### config.mk
export PLATFORM = sky130hd
export DESIGN_NAME = display_scan_ctrl
export DESIGN_NICKNAME = d
export VERILOG_FILES = /design/src/rtl/display_pkg.sv /design/src/rtl/tick_counter.sv /design/src/rtl/display_scan_ctrl.sv
export SDC_FILE = /design/constraint.sdc
export NUM_CORES = 1
export LEC_CHECK = 0
export BUFFER_PORTS_ARGS = -buffer_cell sky130_fd_sc_hd__clkbuf_2
export CORE_MARGIN = 2
export CORE_UTILIZATION = 45
export DETAILED_ROUTE_END_ITERATION = 10
export PLACE_DENSITY = 0.66
export SYNTH_ARGS = -nofsm -noshare
export SYNTH_HDL_FRONTEND = slang
export SYNTH_SLANG_ARGS = --single-unit
### constraint.sdc
create_clock -name clk -period 2.6 [get_ports clk]
set_input_delay 0.26 -clock clk [delete_from_list [all_inputs] [get_ports clk]]
set_output_delay 0.26 -clock clk [all_outputs]
set_load 0.01 [all_outputs]
### src/rtl/display_pkg.sv
// Shared types and defaults for the seven-segment scan controller.
package display_pkg;

  typedef enum logic [1:0] {
    IDLE  = 2'd0,
    BLANK = 2'd1,
    SHOW  = 2'd2
  } scan_state_t;

  localparam int DEFAULT_N_DIGITS = 8;
  localparam int DEFAULT_CHAR_W   = 5;

  typedef logic [DEFAULT_CHAR_W-1:0] char_t;

  function automatic int max_int(input int a, input int b);
    return (a > b) ? a : b;
  endfunction

endpackage

### src/rtl/tick_counter.sv
// Phase counter: counts 0..LIMIT-1 while enabled, done flags the last count.
module tick_counter #(
  parameter int WIDTH = 4,
  parameter int LIMIT = 10
) (
  input  logic clk,
  input  logic clear,
  input  logic en,
  output logic done
);

  localparam logic [WIDTH-1:0] LAST = WIDTH'(LIMIT - 1);

  logic [WIDTH-1:0] count;

  always_ff @(posedge clk) begin
    if (clear) begin
      count <= '0;
    end else if (en) begin
      count <= (count == LAST) ? '0 : count + WIDTH'(1);
    end
  end

  assign done = en && (count == LAST);

endmodule

### src/rtl/display_scan_ctrl.sv
// Multiplexed seven-segment scan controller with blanking and a
// double-buffered frame that only swaps at frame boundaries.
module display_scan_ctrl
  import display_pkg::*;
#(
  parameter int N_DIGITS     = DEFAULT_N_DIGITS,
  parameter int IDX_W        = $clog2(N_DIGITS),
  parameter int CHAR_W       = DEFAULT_CHAR_W,
  parameter int PRESCALE     = 100000,
  parameter int BLANK_CYCLES = 16
) (
  input  logic                     clk,
  input  logic                     reset,
  input  logic                     enable,
  input  logic                     load_valid,
  output logic                     load_ready,
  input  logic [N_DIGITS*CHAR_W-1:0] frame_in,
  output logic [IDX_W-1:0]         digit_sel,
  output logic [N_DIGITS-1:0]      an,
  output logic [CHAR_W-1:0]        char_out,
  output logic                     frame_start,
  output scan_state_t              scan_state
);

  localparam int PH_MAX = max_int(PRESCALE, BLANK_CYCLES);
  localparam int PH_W   = (PH_MAX > 1) ? $clog2(PH_MAX) : 1;
  localparam logic [IDX_W-1:0] LAST_DIGIT = IDX_W'(N_DIGITS - 1);

  if (N_DIGITS < 2 || PRESCALE < 1 || BLANK_CYCLES < 1 || IDX_W != $clog2(N_DIGITS)) begin : g_bad_params
    $error("display_scan_ctrl: illegal parameter combination");
  end

  // Handshake: a frame transfers on any rising edge where load_valid and
  // load_ready are both high; load_ready is simply "shadow buffer empty".

  scan_state_t state, next_state;
  logic [IDX_W-1:0]           digit_next;
  logic                       boundary;
  logic                       blank_done, show_done, phase_clear;
  logic                       swap, xfer;
  logic                       shadow_full;
  logic [N_DIGITS*CHAR_W-1:0] shadow_buf, active_buf, active_next;
  logic [N_DIGITS-1:0]        an_next;
  logic [CHAR_W-1:0]          char_next;

  always_comb begin
    next_state = state;
    digit_next = digit_sel;
    boundary   = 1'b0;
    if (!enable) begin
      next_state = IDLE;
      digit_next = '0;
    end else begin
      case (state)
        IDLE: begin
          next_state = BLANK;
          digit_next = '0;
          boundary   = 1'b1;
        end
        BLANK: begin
          if (blank_done) next_state = SHOW;
        end
        SHOW: begin
          if (show_done) begin
            next_state = BLANK;
            if (digit_sel == LAST_DIGIT) begin
              digit_next = '0;
              boundary   = 1'b1;
            end else begin
              digit_next = digit_sel + IDX_W'(1);
            end
          end
        end
        default: next_state = IDLE;
      endcase
    end
  end

  // A transfer and a swap never coincide: one needs the shadow empty, the other full.
  assign swap        = boundary && shadow_full;
  assign xfer        = load_valid && !shadow_full;
  assign active_next = swap ? shadow_buf : active_buf;
  assign phase_clear = reset || (next_state != state);

  // Outputs are registered from next-cycle values so char_out is already
  // valid on the first BLANK cycle of each digit.
  always_comb begin
    an_next   = '1;
    char_next = '0;
    if (next_state == SHOW) begin
      an_next = ~(N_DIGITS'(1) << digit_next);
    end
    if (next_state != IDLE) begin
      char_next = active_next[digit_next*CHAR_W +: CHAR_W];
    end
  end

  tick_counter #(.WIDTH(PH_W), .LIMIT(BLANK_CYCLES)) u_blank_ctr (
    .clk   (clk),
    .clear (phase_clear),
    .en    (state == BLANK),
    .done  (blank_done)
  );

  tick_counter #(.WIDTH(PH_W), .LIMIT(PRESCALE)) u_show_ctr (
    .clk   (clk),
    .clear (phase_clear),
    .en    (state == SHOW),
    .done  (show_done)
  );

  always_ff @(posedge clk) begin
    if (reset) begin
      state       <= IDLE;
      digit_sel   <= '0;
      an          <= '1;
      char_out    <= '0;
      frame_start <= 1'b0;
      active_buf  <= '0;
      shadow_buf  <= '0;
      shadow_full <= 1'b0;
    end else begin
      state       <= next_state;
      digit_sel   <= digit_next;
      an          <= an_next;
      char_out    <= char_next;
      frame_start <= boundary;
      active_buf  <= active_next;
      if (xfer) begin
        shadow_buf  <= frame_in;
        shadow_full <= 1'b1;
      end else if (swap) begin
        shadow_full <= 1'b0;
      end
    end
  end

  assign load_ready = ~shadow_full;
  assign scan_state = state;

endmodule

==> metrics.log <==
[metrics] outcome: finished, violations left
[metrics] violated checks: negative setup slack
[metrics] count of TritonRoute iterations in the first routing pass: 6
[metrics] placed instance count: approximately 930
[metrics] R2R Path Start: u_show_ctr.count[12]
[metrics] maximum clock rate: around 360 MHz
[metrics] register clock-pin slew on the reported worst setup and hold paths: ~0.060 ns
[metrics] proportion of layout cells with a drive suffix above 1: around 31%
[metrics] element type at the critical path start: flip-flop
[metrics] Post-layout nets: 840
[metrics] count of port buffers added during placement: 63
[metrics] Wirelength per Cell: 17.4 microns
[metrics] setup repair after global routing missed its margin: true
[metrics] footprint of the multi-input gates: 3380 sq um
[metrics] global-route usage over all layers: between 20% and 30%
[metrics] number of library cell types mapped by synthesis: 48
[metrics] post-synthesis share of cell area spent on full adders, half adders and majority gates: less than 1%
[metrics] Post-Synthesis Net Count: 736
[metrics] Worst path max stage delay: ~0.56 ns
[metrics] Setup crit end kind: flip-flop
[metrics] Post-route DRC: 0
[metrics] final setup violation count: 5
[metrics] total I/O pin count: 64
[metrics] Worst-Margin Slew: 0.923 ns
[metrics] non-filler instance count after layout: around 980
[metrics] starting density of the core: 46.2%
[metrics] simple-gate share of the synthesized area: a little over a fifth
[metrics] cell at the root of the clock tree: clkbuf_16
[metrics] Vert. Die Dim: between 100 and 150 microns
[metrics] Area growth syn-to-layout: 37.6%
[metrics] Clock Skews: around 0.0083 ns
[metrics] clock latency of the later-clocked register in the worst-skew pair: 0.43 ns
[metrics] xor and xnor fraction of the mapped netlist area: roughly 4.7%
[metrics] routed vias/inst: between 5 and 6
[metrics] Die Area: between 10000 and 15000 sq um
[metrics] crit path max fanout: 6
[metrics] Iteration-0 DRC Markers: ~350
[metrics] initial antenna violation count: 0
[metrics] Pwr Density: 628 nW/um^2
[metrics] fraction of the mapped netlist area in compound gates: about 22%
[metrics] CTS max path bufs: 2
[metrics] predominant post-synthesis flop cell: dfxtp_1
[metrics] relative slew slack: about 38%
[metrics] top cell types by occurrence after synthesis: dfxtp_1, a21oi_1, nand2_1
[metrics] library cell contributing the largest single delay on the critical path: or4b_4
[metrics] Post-Syn Instances: roughly 700
[metrics] worst reg2reg path endpoint: char_out[0]
[metrics] Ys Warns: 0
[metrics] worst reg-to-reg path cell count: 11
[metrics] hold depth: 3
[metrics] via count of the first global-routing pass: around 5500
[metrics] Seq/Total Area, Yosys: a little under half
[metrics] clock tree from TritonCTS: done
[metrics] hold endpoint: shadow_buf[16]
[metrics] number of nets still failing antenna checks after routing: 0
[metrics] die span in x: 118 microns
[metrics] start point of the worst min-delay path: frame_in[16]
[metrics] Synth area leaders: dfxtp_1, a21oi_1, nand2_1, nand4_1, o31ai_1
[metrics] number of synthesized register bits: roughly 130
[metrics] leakage power: just under 3 nW
[metrics] number of fill cells in the layout: about 1100
[metrics] HP Class: in2reg
[metrics] average size of a mapped cell: roughly 8.5 sq um
[metrics] Yosys top cell by area: dfxtp_1
[metrics] CTS H-tree lvls: 4
[metrics] cells along the critical path: or4b_4 -> buf_6 -> nor3_4 -> a31oi_4 -> buf_12 -> clkbuf_16 -> o31ai_4 -> a211oi_2 -> buf_4 -> o41ai_2 -> a21oi_1
[metrics] top cell type's share of synthesized area: about 46%
[metrics] number of max-cap violations: 0
[metrics] final clock period utilization by the worst path: 107%
[metrics] netlist area before placement: ~6000 sq um
[metrics] global placer's final weighted congestion: 0.837
[metrics] combined flip-flop and latch cell area: 2680 sq um
[metrics] total core area: ~13000 sq um
[metrics] DR vias: 5607
[metrics] Fin. Hold Viols: 0
[metrics] type of the setup path with the least slack: reg2reg
[metrics] WL final: approximately 17000 microns
[metrics] mux share of post-synthesis cell area: less than 1%
[metrics] aggregate global routing overflow: 0
[metrics] post-layout power: slightly above 5 mW
[metrics] global-route wire length before repair: between 20000 and 30000 microns
[metrics] clock buffers created by TritonCTS: 17
[metrics] worst path setup slack after routing: -0.185 ns
[metrics] async set or reset register ratio after synthesis: 0%
[metrics] leading cell type by number of instances after synthesis: dfxtp_1
[metrics] reg2reg setup slack: -0.18 ns
[metrics] Min Clock Period, post-route: between 2 and 3 ns
[metrics] worst IR drop on VDD: around 0.00037 V
[metrics] largest net degree at the start of global routing: 84
[metrics] HPWL after detailed placement: 10300 microns
[metrics] number of clock sinks: between 100 and 150
[metrics] combinational family with the most area after synthesis: compound AO/OA/AOI/OAI gates
[metrics] n_diodes: 0
[metrics] number of enable-type register cells in the synthesized netlist: 0
[metrics] Required @ worst endpoint: roughly 2.9 ns
[metrics] count of pins over their slew limit: 0
[metrics] arrival time reported for the critical path endpoint: 3.06 ns
[metrics] site row count: slightly above 40
metal layers:
metal  GRT usage [%]  vias up  part of all wire [%]
li1                -     2689                     -
met1            30.3     2692                    44
met2            38.8      190                    48
met3            4.55       36                   5.2
met4            9.41        0                   2.9
met5               0        -                     0
state kept, by name, indices dropped and copies added, names as in the netlist:
signal and count:
active_buf 40, an 8, char_out 5, digit_sel 3, frame_start 1, scan_state 2, shadow_buf 40, shadow_full 1
u_blank_ctr.count 17, u_show_ctr.count 17
repair_timing:
action,4_1_cts,5_1_grt
pin swaps,2,19
hold buffers,0,0
gates resized for setup,54,48
cloned,0,2
endpoints found under the setup margin,8,10
setup buffers,1,8
cell families (layout without fill, tap and decap cells):
logic type,after synthesis,count (layout)
compound gates,199,199
xor+xnor,31,31
fa+ha+maj,4,4
buf+inv,66,183
flops,134,134
mux,1,1
simple gates,253,253
report_power, final:
part / switching (mW) / leakage, nW / internal, mW
clock network: 0.881 / 0.316 / 1.73
registers: 0.0286 / 1.09 / 2.10
logic: 0.198 / 1.48 / 0.0930
through the flow:
step	utilization [%]	TNS (ns)	worst slack, ns	hold WS [ns]	cell area [sq um]
global placement	52.8	-0.894	-0.226	0.447	6660
global route	63.5	-1.44	-0.269	0.0532	8020
finish	63.5	-0.752	-0.185	0.0543	8020
detailed placement	52.8	-1.21	-0.296	0.448	6660
CTS	60.2	-0.424	-0.0934	0.0456	7600
floorplan	-	0	0.133	0.396	5830
area by class of cell:
cell class / instances / area share, %
Clock buffer: 24 / 6.26
Inverter: 6 / 0.281
Multi-Input combinational cell: 488 / 42.2
Sequential cell: 134 / 33.5
Tap cell: 172 / 2.68
Clock inverter: 8 / 1.78
Timing Repair Buffer: 145 / 13.3
cell usage in the layout (no fill, tap or decap), types with 3 or more instances in the layout:
cell,netlist,final
clkbuf_16,0,19
and3_1,7,6
o41ai_2,0,9
a211oi_2,3,12
clkbuf_2,0,63
a21oi_2,0,4
and4_1,4,4
clkinv_2,0,3
buf_12,0,7
nand4_1,49,49
a22o_1,3,3
a21oi_1,108,104
nor2_1,51,51
o31ai_4,0,20
a211oi_1,17,6
nor2b_1,4,3
clkbuf_8,0,6
o31ai_2,0,16
nand3_1,9,9
xnor2_1,9,9
o21ai_0,3,3
or3_1,8,8
inv_1,6,6
ha_1,4,4
nand2_1,105,105
o21a_1,3,3
xor2_1,22,22
o31ai_1,40,4
buf_4,2,70
dfxtp_1,134,133
bufinv_16,0,4
and2_1,4,4
how the worst max path moves through the flow:
stage,endpoint,slack [ns],start,depth (start not counted)
floorplan,char_out[0],0.13,u_show_ctr.count[5],8
global placement,char_out[3],-0.23,u_show_ctr.count[12],8
detailed placement,char_out[3],-0.30,u_show_ctr.count[12],8
CTS,char_out[3],-0.09,u_show_ctr.count[12],9
global route,char_out[0],-0.27,u_show_ctr.count[12],11
finish,char_out[0],-0.18,u_show_ctr.count[12],11
worst max-delay path: cells and delay by family, from the launching register on:
family                 cells  cell delay, ns
AO/OA/AOI/OAI              5            0.90
AND/OR/NAND/NOR            2            0.78
buffers and inverters      4            0.60
flip-flops                 1            0.33
No activity file was read; power rests on OpenSTA's default activity.
